[config.mk]
export PLATFORM = sky130hd
export DESIGN_NAME = l0_seq
export DESIGN_NICKNAME = d
export VERILOG_FILES = /design/src/rtl/l0_pkg.sv /design/src/rtl/l0_seq_cnt.sv /design/src/rtl/l0_seq.sv
export SDC_FILE = /design/constraint.sdc
export NUM_CORES = 1
export LEC_CHECK = 0
export ABC_AREA = 1
export CELL_PAD_IN_SITES_DETAIL_PLACEMENT = 1
export CELL_PAD_IN_SITES_GLOBAL_PLACEMENT = 2
export CORE_MARGIN = 2
export CORE_UTILIZATION = 31
export CTS_BUF_LIST = sky130_fd_sc_hd__clkbuf_4 sky130_fd_sc_hd__clkbuf_8
export CTS_CLUSTER_SIZE = 12
export DETAILED_ROUTE_END_ITERATION = 6
export PLACE_DENSITY = 0.8
export SYNTH_ARGS = -nofsm -noshare
export SYNTH_HDL_FRONTEND = slang
export SYNTH_SLANG_ARGS = --single-unit
[constraint.sdc]
create_clock -name clk -period 2.41 [get_ports clk]
set_clock_uncertainty 0.15 [all_clocks]
set_input_delay 0.241 -clock clk [delete_from_list [all_inputs] [get_ports clk]]
set_output_delay 0.241 -clock clk [all_outputs]
set_load 0.005 [all_outputs]
[src/rtl/l0_pkg.sv]
// l0_pkg: shared FSM encoding, array geometry and drain-mode encodings for the L0 sequencer
package l0_pkg;
  typedef enum logic [1:0] {IDLE = 2'd0, LOAD = 2'd1, DRAIN = 2'd2, FLUSH = 2'd3} state_t;
  localparam int L0_ROW = 8;
  localparam int L0_DEPTH = 64;
  localparam logic MODE_ALL = 1'b0;
  localparam logic MODE_STAG = 1'b1;
endpackage

[src/rtl/l0_seq_cnt.sv]
// l0_seq_cnt: loadable up-counter with terminal-count flag
// ports: clk, reset (async active-low), ld/d load value, en count enable, lim terminal value, q count, tc = (q == lim)
module l0_seq_cnt #(
  parameter int w = 7
) (
  input  logic         clk,
  input  logic         reset,
  input  logic         ld,
  input  logic         en,
  input  logic [w-1:0] d,
  input  logic [w-1:0] lim,
  output logic [w-1:0] q,
  output logic         tc
);
  always_ff @(posedge clk or negedge reset)
    if (!reset) q <= '0;
    else if (ld) q <= d;
    else if (en) q <= q + 1'b1;
  assign tc = q == lim;
endmodule

[src/rtl/l0_seq.sv]
// l0_seq: loads len vectors from activation SRAM into L0, then drains L0 into the PE array
// ports: clk, reset (async active-low); start/mode/base_addr/len command; l0_full/l0_ready L0 status;
//        sram_rd/sram_addr SRAM read port; l0_wr/l0_rd/l0_mode L0 control; busy/done/err status
module l0_seq
  import l0_pkg::*;
#(
  parameter int row    = L0_ROW,
  parameter int addr_w = 11,
  parameter int len_w  = 7,
  parameter int depth  = L0_DEPTH
) (
  input  logic              clk,
  input  logic              reset,
  input  logic              start,
  input  logic              mode,
  input  logic [addr_w-1:0] base_addr,
  input  logic [len_w-1:0]  len,
  input  logic              l0_full,
  input  logic              l0_ready,
  output logic              sram_rd,
  output logic [addr_w-1:0] sram_addr,
  output logic              l0_wr,
  output logic              l0_rd,
  output logic              l0_mode,
  output logic              busy,
  output logic              done,
  output logic              err
);
  state_t state, nxt;
  logic [addr_w-1:0] base_q;
  logic [len_w-1:0] len_q, len_m1, tail_lim, issued, wr_cnt, rd_cnt, tail_cnt;
  logic idle, ok, issue_tc, wr_tc, rd_tc, tail_tc, fin;
  assign idle = state == IDLE;
  assign ok = start && len != '0 && len <= len_w'(depth);
  assign len_m1 = len_q - 1'b1;
  // the tail covers the L0 read register, plus the row stagger in staggered mode
  assign tail_lim = l0_mode == MODE_STAG ? len_w'(row) : len_w'(1);
  assign fin = state == FLUSH && tail_tc && l0_ready;
  always_comb begin
    nxt = idle ? (ok ? LOAD : IDLE)
        : state == LOAD ? (l0_wr && wr_tc ? DRAIN : LOAD)
        : state == DRAIN ? (rd_tc ? FLUSH : DRAIN)
        : (fin ? IDLE : FLUSH);
    sram_rd = state == LOAD && !issue_tc && !l0_full;
    sram_addr = sram_rd ? base_q + addr_w'(issued) : '0;
    l0_rd = state == DRAIN;
    busy = !idle;
  end
  always_ff @(posedge clk or negedge reset)
    if (!reset) state <= IDLE;
    else state <= nxt;
  always_ff @(posedge clk or negedge reset)
    if (!reset) begin
      base_q <= '0;
      len_q <= '0;
      l0_mode <= 1'b0;
      l0_wr <= 1'b0;
      done <= 1'b0;
      err <= 1'b0;
    end else begin
      l0_wr <= sram_rd;
      done <= fin || (idle && start && len == '0);
      err <= idle && start && len > len_w'(depth);
      if (idle && ok) begin
        base_q <= base_addr;
        len_q <= len;
        l0_mode <= mode;
      end
    end
  l0_seq_cnt #(.w(len_w)) u_issue (.clk(clk), .reset(reset), .ld(idle), .en(sram_rd), .d('0), .lim(len_q), .q(issued), .tc(issue_tc));
  // wr_tc marks the write that is the len-th one, so DRAIN begins the cycle after it
  l0_seq_cnt #(.w(len_w)) u_wr (.clk(clk), .reset(reset), .ld(idle), .en(l0_wr), .d('0), .lim(len_m1), .q(wr_cnt), .tc(wr_tc));
  l0_seq_cnt #(.w(len_w)) u_rd (.clk(clk), .reset(reset), .ld(idle), .en(l0_rd), .d('0), .lim(len_m1), .q(rd_cnt), .tc(rd_tc));
  l0_seq_cnt #(.w(len_w)) u_tail (.clk(clk), .reset(reset), .ld(idle), .en(state == FLUSH && !tail_tc), .d('0), .lim(tail_lim), .q(tail_cnt), .tc(tail_tc));
endmodule

======== Yosys cells after proc, flatten, opt, wreduce, memory -nomap -nowiden ========
Index checks and enable logic that the tools add are counted.
word-level totals
  register bits after elaboration ......... 52
  logic and storage cells ................. 67
  output and inout bits ................... 18
cells by class
  add/sub/neg operators ................... 6
  reductions and logical operators ........ 24
  muxes and demuxes ....................... 17
  equality and inequality tests ........... 7
  magnitude comparators ................... 2
operators by type and width
  operator                                                             count
  7-bit 2-to-1 mux                                                     8
  7-bit by 1-bit adder with 7-bit output (second input constant)       4
  7-bit == test                                                        3
  1-bit logical AND                                                    12
  11-bit by 7-bit adder with 11-bit output                             1
  11-bit 2-to-1 mux                                                    1
  2-bit 2-to-1 mux                                                     5
  2-bit nonzero test                                                   4
  7-bit by 4-bit == test with 1-bit output                             1
  7-bit > comparator (second input constant)                           1
  7-bit <= comparator (second input constant)                          1
  7-bit zero test                                                      1
  7-bit nonzero test                                                   1
  7-bit by 1-bit subtractor with 7-bit output (second input constant)  1
  2-bit == test (second input constant)                                2
  1-bit zero test                                                      4
  4-bit 2-to-1 mux                                                     1
  2-bit by 1-bit == test with 1-bit output (second input constant)     1
  2-bit zero test                                                      1
  1-bit 2-to-1 mux                                                     2
  1-bit logical OR                                                     1

======== Longest topological paths before layout ========
Gate-level depths: netlist of run 1.
  depth after elaboration ................. 8
  gate-level depth with buffers ........... 12
  mapped depth without buffers ............ 12

======== By module ========
From an unflattened synthesis of run 1, not the netlist that was laid out.
second synthesis, totals
  cells, all modules ...................... 535
  area total of the unflattened synthesis .. 3792.4 sq um
by module, submodules not included
  module      instances  cells each  area an instance (sq um)
  l0_seq_cnt  4          77          533.0
  l0_seq      1          227         1660.3

======== Least setup slack after synthesis of run 1 ========
Ideal clock, no wire load.
  kind .................................... register to output
  from .................................... register u_issue.q[0]
  to ...................................... output sram_addr[10]
  data required time ...................... 2019 ps
  setup slack ............................. 295 ps
  stages on the path, launching flop included .. 12
  data arrival time ....................... 1724 ps
  cell sequence ........................... dfrtp_1 -> ha_1 -> inv_1 -> fa_1 -> inv_1 -> nand2_1 -> a21oi_1 -> nand2_1 -> nand2_1 -> nand2_1 -> xor2_1 -> nor2_1
between the ends
  cells in the longest elaborated chain, start to end .. 5
  elaborated cells between the ends (all ways) .. 6
  those cells by class .................... add/sub (1); eq/ne (1); mux (1); reduce/logical (3)
ends and longest elaborated chain
  element                                                                           line              source
  from (decl)                                                                       l0_seq_cnt.sv:12  output logic [w-1:0] q,
  from (signal assigned)                                                            l0_seq_cnt.sv:18  else if (en) q <= q + 1'b1;
  branches (longest 4 deep; another with 11-bit by 7-bit adder with 11-bit output)  n/a
  11-bit 2-to-1 mux (*)                                                             l0_seq.sv:45      sram_addr = sram_rd ? base_q + addr_w'(issued) : '0;
  to (decl)                                                                         l0_seq.sv:21      output logic [addr_w-1:0] sram_addr,
Every way passes the cells marked *.

======== Worst setup path in the final report of run 1 ========
  from .................................... register u_issue.q[0]
  to ...................................... output sram_addr[8]
Same word-level chain as after synthesis.

==> results of run 1 <==
[sequential cells by signal (all words and copies together), names as in the netlist]
register,cells
base_q,11
done,1
err,1
l0_mode,1
l0_wr,1
len_q,7
state,2
u_issue.q,7
u_rd.q,7
u_tail.q,7
u_wr.q,7
[stage by stage]
step                      hold slack, ns  utilization, %
after floorplan                   -0.205               -
after global placement             0.108            39.3
after detailed placement           0.113            39.3
after CTS                          0.300            42.2
after global routing               0.318            43.0
final                              0.286            43.0
[kinds of logic (layout without fill, tap and decap cells)]
kind of cell    count (synthesis)  count (layout)  share of synthesized area, %
simple gates                  231             231                          30.0
buf+inv                        76             167                          9.62
compound gates                 59              59                          9.35
flops                          52              52                          39.7
xor+xnor                       23              23                          6.14
fa+ha+maj                      13              13                          5.19
[power by group]
group | total, W | switching, W | internal (W) | leakage (nW)
sequential | 0.00141 | 0.000279 | 0.00114 | 0.682
clock | 0.000623 | 0.000315 | 0.000308 | 0.0541
combinational | 0.00236 | 0.00132 | 0.00104 | 1.52
[per-layer routing]
layer | GRT usage, % | vias up | wire length [µm]
met5 | 0 | - | 0
met3 | 2.37 | 9 | 219
met2 | 31.8 | 31 | 4680
met4 | 3.06 | 0 | 91
li1 | - | 1618 | -
met1 | 22.8 | 1515 | 4290
[final cells by class]
cell class | count | share of cell area, %
clock buffer | 5 | 1.56
clock inverter | 3 | 0.963
timing repair buffer | 92 | 17.9
tap | 136 | 3.85
inverter | 67 | 5.75
sequential | 52 | 29.5
multi-input combinational | 326 | 40.5
[synth_stat cells (all sizes together)]
| cell type | n | share of area [%] |
|---|---|---|
| a21oi | 17 | 2.6 |
| a31oi | 3 | 0.57 |
| and3 | 1 | 0.19 |
| buf | 8 | 1.8 |
| clkbuf | 1 | 0.15 |
| dfrtp | 52 | 40 |
| fa | 1 | 0.61 |
| ha | 12 | 4.6 |
| inv | 67 | 7.7 |
| nand2 | 113 | 13 |
| nand3 | 40 | 6.3 |
| nand4 | 7 | 1.3 |
| nor2 | 56 | 6.8 |
| nor3 | 10 | 1.5 |
| nor3b | 3 | 0.69 |
| o21ai | 34 | 5.2 |
| o22ai | 4 | 0.76 |
| o31ai | 1 | 0.23 |
| or2 | 1 | 0.19 |
| xnor2 | 4 | 1.1 |
| xor2 | 19 | 5.1 |
[worst min-delay path: stages]
cell           delay (ns)
dlygate4sd3_1        0.52
buf_2                0.12
buf_12               0.27
[timing repair]
action | in CTS | in global routing
gates resized for setup | 59 | 25
setup buffers | 18 | 11
endpoints found under the hold margin | 52 | 0
endpoints found under the setup margin | 12 | 12
hold buffers | 1 | 0
pin swaps | 13 | 14
[worst paths after layout]
check | endpoint | from | slack (ns) | cells past startpoint
worst max-delay path | sram_addr[8] | u_issue.q[0] | -0.22 | 13
min in group clk | l0_mode | mode | 0.31 | 3
worst max register to register | state[0] | len_q[0] | 0.32 | 12
max in group asynchronous | u_wr.q[4] | reset | 1.56 | 3
worst min register to register | u_wr.q[5] | u_wr.q[5] | 0.34 | 1
worst min-delay path | u_tail.q[3] | reset | 0.29 | 3
==> results.md, run 1 <==
* Initial core utilization at 31.9%
* WL/cell at 13.6 µm
* Max-cap violations at 0
* Antenna diode count at 0
* Die height at 107 µm
* Clock Path Buffers at 2
* Slew HR at 78.4%
* Crit-path leading delay family: adder cells
* Row count at 37
* RSZ-0062 raised after global routing: true
* Max-slew violations at 0
* Via count at 3,173
* Drt via density at 4.66
* Fin. Hold Viols at 0
* Register area at 0.00130 mm²
* Routability cong. at 0.802
* Seq/Total Area, Yosys at 39.7%
* Final HPWL DP at 6740 µm
* Total power at 0.00439 W
* GRT overflow at 0
* Failing checks: negative setup slack
* Min Clock Period, post-route at 2.63 ns
* Peak VDD IR at 0.319 mV
* Root buf cell: clkbuf_8
* Multi-input logic area at 0.00179 mm²
* Crit-path max cell delay at 0.37 ns
* Largest net degree at the start of global routing at 53
* PD cells at 995 mW/mm²
* Inst Count DP at 654
* Crit path buffers/inverters at 5
* Share of layout cells above drive strength 1 at 19.6%
* Critical path's slowest cell: dfrtp_1
* Latest clock arrival within the worst-skew pair at 0.32 ns
* Core area at 0.0103 mm²
* First-pass GRT wire length at 16,300 µm
* TritonRoute pass-1 iters at 4
* CTS tree: built
* Die width at 107 µm
* GRT Resource Usage Total at 17.7%
* Final wirelength at 9270 µm
* Clock Sinks at 52
* Initial antenna violation count at 0
* Vias in the first global route at 3,436
* Dpl ws at -0.327 ns
* Worst-path cell chain: ha_2, inv_2, fa_2, inv_2, nand2_2, a21oi_2, buf_4, nand2_4, nand2_4, buf_6, xor2_2, nor2_1, buf_2
* Outcome: finished with violations
* Num CTS Buffers at 5
* # fillers at 1,298
* Layout Cell Area excl Fill at 0.00442 mm²
* 1st-iter DRT viols at 95
* Setup TNS at -0.730 ns
* Clock slew at reported path FFs at 0.11 ns
* Most common cell after layout, fill and taps aside: nand2_1
* Final worst path period share at 109%
* Critical Path Fanout Max at 2
* IO Count at 42
* Most frequent cells in the layout: nand2_1 (105), inv_1 (59), dfrtp_1 (52)
* Port Buffers at 41
* Post-Layout Cell Count at 681
* Syn_area_per_cell at 7.22 µm²
* Worst EP arrival at 2.24 ns
* Syn Std Cell Area at 0.00328 mm²
* WP data required at 2.02 ns
* Setup slack after layout at -0.220 ns
* #FFs+latches synth at 52
* Die ar. at 0.0114 mm²
* Area growth syn-to-layout at 34.7%
* Worst-Margin Slew at 0.322 ns
* Yosys cell types at 28
* Fin nets at 581
* P_leak at 2.26 nW
* Placed cell area at 0.00404 mm²
* Peak Freq at 380 MHz
* Hold Crit Class: input port to async pin
* Startpoint types: register
* Routed Antenna Nets at 0
* DRC at 0
* Syn Nets at 491
* YS warnings at 0
* Final setup fails at 5
* Kind of end point of the critical path: output port
* Critical path class: register to output port
* Mapped Cells at 454
* Htree depth at 2
Power figures use the tool's default switching activity.
==> run 2, diff against run 1 <==
--- a/config.mk
+++ b/config.mk
@@ -13,6 +13,7 @@
 export CTS_BUF_LIST = sky130_fd_sc_hd__clkbuf_4 sky130_fd_sc_hd__clkbuf_8
 export CTS_CLUSTER_SIZE = 12
 export DETAILED_ROUTE_END_ITERATION = 6
+export MAX_ROUTING_LAYER = met4
 export PLACE_DENSITY = 0.8
 export SYNTH_ARGS = -nofsm -noshare
 export SYNTH_HDL_FRONTEND = slang
==> constraint.sdc (replaced) <==
create_clock -name clk -period 2.6 [get_ports clk]
set_clock_uncertainty 0.15 [all_clocks]
set_input_delay 0.26 -clock clk [delete_from_list [all_inputs] [get_ports clk]]
set_output_delay 0.26 -clock clk [all_outputs]
set_load 0.005 [all_outputs]
==> run 2 against run 1 <==
Effect of this change: the run still ends with negative setup slack left; critical path type unchanged; combinational power is 22% lower; clock power is 6.6% lower; register-to-register slack better by 0.07 ns; via count is 2.8% lower.
==> results.md, run 2 (same netlist as run 1, synthesis figures left out) <==
* Outcome: finished with violations
* Failing checks: negative setup slack
* Clock Path Buffers at 2
* FF-to-FF setup slack at 0.39 ns
* Setup TNS at -0.0512 ns
* PD cells at 903 mW/mm²
* Latest clock arrival within the worst-skew pair at 0.31 ns
* Critical Path Fanout Max at 2
* Final HPWL DP at 6720 µm
* Origin of the worst setup path: base_q[0]
* Peak Freq at 380 MHz
* Clock Sinks at 52
* Critical path endpoint: sram_addr[4]
* Max-cap violations at 0
* Final setup fails at 3
* 1st-iter DRT viols at 45
* Initial antenna violation count at 0
* Core area at 0.0103 mm²
* Biggest register: base_q
* Reg2reg end: state[0]
* Share of layout cells above drive strength 1 at 12.3%
* GR Util met3 at 2.01%
* Root buf cell: clkbuf_8
* Die height at 107 µm
* Routing usage on met2 at 29.0%
* Vias in the first global route at 3,208
* Critical path's slowest cell: dfrtp_1
* Slew HR at 69.0%
* Startpoint types: register
* Fin. Hold Viols at 0
* Htree depth at 2
* Largest net degree at the start of global routing at 40
* GRT Resource Usage Total at 16.7%
* Global Route met1 Usage at 21.4%
* # fillers at 1,304
* GRT busiest layer: met2
* Area growth syn-to-layout at 27.3%
* Antenna diode count at 0
* Reg2Reg Depth at 13
* Worst EP arrival at 2.22 ns
* Hold Crit Class: input port to async pin
* Dpl ws at -0.169 ns
* Most frequent cells in the layout: nand2_1 (107), inv_1 (59), nor2_1 (53)
* Port Buffers at 41
* Num CTS Buffers at 5
* RSZ-0062 raised after global routing: true
* WL/cell at 13.2 µm
* Register area at 0.00130 mm²
* IO Count at 42
* Die width at 107 µm
* CTS tree: built
* Final wirelength at 8640 µm
* DRC at 0
* Initial core utilization at 31.9%
* First-pass GRT wire length at 15,000 µm
* Drt via density at 4.70
* Clock slew at reported path FFs at 0.11 ns
* Via count at 3,084
* TritonRoute pass-1 iters at 4
* Reg-to-Reg Start: len_q[0]
* Worst-path cell chain: ha_2, inv_2, fa_2, inv_2, nand2_2, a21oi_4, buf_4, buf_4, xor2_1, nor2_1, dlygate4sd2_1
* Kind of end point of the critical path: output port
* Worst-Margin Slew at 0.465 ns
* Max-slew violations at 0
* Most common cell after layout, fill and taps aside: nand2_1
* Setup slack after layout at -0.0304 ns
* Die ar. at 0.0114 mm²
* Final worst path period share at 101%
* Min Clock Period, post-route at 2.63 ns
* Row count at 37
* Largest register FFs at 11
* Critical path class: register to output port
* WP data required at 2.19 ns
* Peak VDD IR at 0.261 mV
* GRT overflow at 0
* Crit-path max cell delay at 0.38 ns
* Multi-input logic area at 0.00173 mm²
* Routed Antenna Nets at 0
* Fin nets at 556
* Routability cong. at 0.813
* P_leak at 2.14 nW
## run 2: worst min path at each step
| stage | to | slack, ns | cells past startpoint |
|---|---|---|---|
| CTS | u_tail.q[0] | 0.21 | 2 |
| detailed placement | u_tail.q[0] | 0.02 | 1 |
| global route | u_tail.q[0] | 0.23 | 2 |
| global placement | u_tail.q[2] | 0.03 | 1 |
| finish | u_tail.q[0] | 0.22 | 2 |
| floorplan | base_q[0] | -0.19 | 0 |
## run 2: repair_timing
action,CTS,global route
hold buffers,1,0
setup buffers,2,3
endpoints found under the setup margin,9,10
resized for setup,29,8
pin swaps,9,4
endpoints found under the hold margin,12,0
## run 2: layer usage
layer | wire length [µm] | vias up
li1 | - | 1574
met1 | 4100 | 1477
met2 | 4330 | 25
met3 | 138 | 8
met5 | 0 | -
met4 | 61 | 0
## run 2: cell type report
class                           count  area share [%]
Clock buffer                        5            1.65
Multi-Input combinational cell    326            41.5
Clock inverter                      3            1.11
Inverter                           67            6.03
Tap cell                          136            4.08
Timing Repair Buffer               67            14.5
Sequential cell                    52            31.2
## run 2: where the power goes
| part | switching [W] | internal, W | total, W |
|---|---|---|---|
| Combinational | 0.00109 | 0.000752 | 0.00184 |
| Clock | 0.000291 | 0.000291 | 0.000582 |
| Sequential | 0.000291 | 0.00105 | 0.00134 |
| Total | 0.00167 | 0.00209 | 0.00377 |
## run 2: metrics by stage
step | cells | instance area, µm² | util (%) | hold slack (ns) | power, W
2_1_floorplan | 454 | 3280 | - | -0.186 | 0.00251
3_3_place_gp | 642 | 3950 | 38.5 | 0.0262 | 0.00307
3_5_place_dp | 642 | 3950 | 38.5 | 0.0238 | 0.00316
4_1_cts | 653 | 4120 | 40.1 | 0.212 | 0.00380
5_1_grt | 656 | 4170 | 40.6 | 0.226 | 0.00417
6_report | 656 | 4170 | 40.6 | 0.215 | 0.00377
## run 2: critical path: cells and delay by family, from the launching register on
family                   cells  cell delay [ns]
AO/OA/AOI/OAI                1             0.15
AND/OR/NAND/NOR              2             0.13
XOR/XNOR                     1             0.13
flip-flops                   1             0.38
adder cells (fa/ha/maj)      2             0.52
buffers and inverters        5             0.59
==> run 3, diff against run 2 <==
--- a/config.mk
+++ b/config.mk
@@ -15,6 +15,7 @@
 export DETAILED_ROUTE_END_ITERATION = 6
 export MAX_ROUTING_LAYER = met4
 export PLACE_DENSITY = 0.8
+export REMOVE_ABC_BUFFERS = 1
 export SYNTH_ARGS = -nofsm -noshare
 export SYNTH_HDL_FRONTEND = slang
 export SYNTH_SLANG_ARGS = --single-unit
==> run 3 against run 2 <==
Effect of this change: the flow now finishes without violations; flip-flop and latch count is the same; highest routed layer unchanged; routed wire length grew 4.4%; largest cell class unchanged; critical path type unchanged; critical endpoint is now sram_addr[8]; first-iteration DRC count grew 100%.
==> results.md, run 3 (same netlist as run 1, synthesis figures left out) <==
* Outcome: finished clean
* Peak VDD IR at 0.318 mV
* First-pass GRT wire length at 15,400 µm
* Worst-Margin Slew at 0.670 ns
* Share of power burned in registers at 35.7%
* GRT Resource Usage Total at 17.4%
* Peak Freq at 392 MHz
* Vias in the first global route at 3,259
* TritonRoute pass-1 iters at 4
* Internal Power at 0.00205 W
* Initial antenna violation count at 0
* # fillers at 1,327
* Psw at 0.00172 W
* Most frequent cells in the layout: nand2_1 (106), inv_1 (59), nor2_1 (53)
* Clock power share at 13.6%
* Placed cell area at 0.00399 mm²
* Crit-path max cell delay at 0.37 ns
* Kind of end point of the critical path: output port
* Biggest register: base_q
* Startpoint types: register
* Critical path's slowest cell: dfrtp_1
* Worst EP arrival at 2.14 ns
* Drt via density at 4.71
* Area growth syn-to-layout at 28.9%
* Die ar. at 0.0114 mm²
* Htree depth at 2
* Switching Share at 45.5%
* Gate power share at 50.6%
* Max-slew violations at 0
* Routed Antenna Nets at 0
* Slew HR at 55.3%
* Critical Path Fanout Max at 3
* Clock Sinks at 52
* Num CTS Buffers at 5
* CTS tree: built
* Port Buffers at 41
* Final worst path period share at 98.2%
* Multi-input logic area at 0.00174 mm²
* Min Clock Period, post-route at 2.55 ns
* Final setup fails at 0
* WL/cell at 13.6 µm
* Root buf cell: clkbuf_8
* Latest clock arrival within the worst-skew pair at 0.32 ns
* Max-cap violations at 0
* Crit path buffers/inverters at 4
* Clock Path Buffers at 2
* Fin nets at 562
* DRC at 0
* Worst-path cell chain: ha_2, inv_2, fa_2, inv_2, nand2_4, a21oi_4, nand2_2, nand2_2, buf_6, xor2_2, nor2_1, buf_2
* WP data required at 2.19 ns
* Via count at 3,115
* IO Count at 42
* Antenna diode count at 0
* Final wirelength at 9020 µm
* Routability cong. at 0.763
* 1st-iter DRT viols at 90
* Fin. Hold Viols at 0
* Initial core utilization at 31.9%
* Share of layout cells above drive strength 1 at 13.9%
* P_leak at 2.17 nW
* PD cells at 892 mW/mm²
* Largest net degree at the start of global routing at 38
* Critical path class: register to output port
* Largest register FFs at 11
* Layout Cell Area excl Fill at 0.00423 mm²
* GRT overflow at 0
* Register area at 0.00130 mm²
* Die height at 107 µm
* Clock slew at reported path FFs at 0.11 ns
* Row count at 37
* Core area at 0.0103 mm²
* Final HPWL DP at 6910 µm
* Die width at 107 µm
* Most common cell after layout, fill and taps aside: nand2_1
* Total power at 0.00377 W
* Hold Crit Class: input port to register
* Crit-path leading delay family: adder cells
* RSZ-0062 raised after global routing: true
-- run 3: area by class of cell --
cell class / count / area share [%]
clock buffer: 5 / 1.63
tap: 136 / 4.03
multi-input combinational: 326 / 41.3
inverter: 67 / 5.95
timing repair buffer: 73 / 15.7
sequential: 52 / 30.8
clock inverter: 3 / 0.592
-- run 3: timing repair --
item                                   4_1_cts  5_1_grt
endpoints found under the hold margin       24        0
setup endpoints to repair                   12        9
pin swaps                                    9       10
gates cloned                                 0        0
buffers inserted                             4        6
gates resized for setup                     35       15
hold buffers                                 1        0
-- run 3: path summary, 6_finish.rpt --
check | start | to | slack (ns) | depth (start not counted)
max in group asynchronous | reset | base_q[7] | 1.38 | 3
min in group asynchronous | reset | u_wr.q[0] | 0.34 | 2
hold reg to reg | u_wr.q[5] | u_wr.q[5] | 0.34 | 1
hold / removal | base_addr[5] | base_q[5] | 0.31 | 3
setup / recovery | base_q[0] | sram_addr[8] | 0.05 | 12
setup reg to reg | len_q[0] | state[0] | 0.36 | 13
-- run 3: layer usage --
layer	vias up	part of all wire [%]	global-route usage (%)
met5	-	0	-
met4	0	1.1	4.17
met3	8	1.8	2.37
met2	32	51	30.5
met1	1486	46	21.1
li1	1589	-	-
-- run 3: power groups by stage --
stage,combinational [W],sequential (W),clock (W)
after floorplan,0.00117,0.00129,0
after global placement,0.00175,0.00135,0
after CTS,0.00188,0.00135,0.000541
after detailed placement,0.00182,0.00136,0
after global routing,0.00220,0.00139,0.000561
final,0.00191,0.00135,0.000513
-- run 3: worst min-delay path, delay by kind of cell --
kind                   cells  cell delay [ns]
buffers and inverters      2             0.44
AO/OA/AOI/OAI              1             0.06
-- run 3: metrics by stage --
stage	cells	setup slack [ns]	utilization, %	hold slack (ns)	setup TNS (ns)
6_report	662	0.0479	41.1	0.315	0
5_1_grt	662	-0.0943	41.1	0.340	-0.277
3_3_place_gp	645	-0.0883	38.8	0.177	-0.184
3_5_place_dp	645	-0.102	38.8	0.188	-0.258
4_1_cts	658	-0.0878	40.3	0.309	-0.120
2_1_floorplan	445	0.466	-	-0.186	0
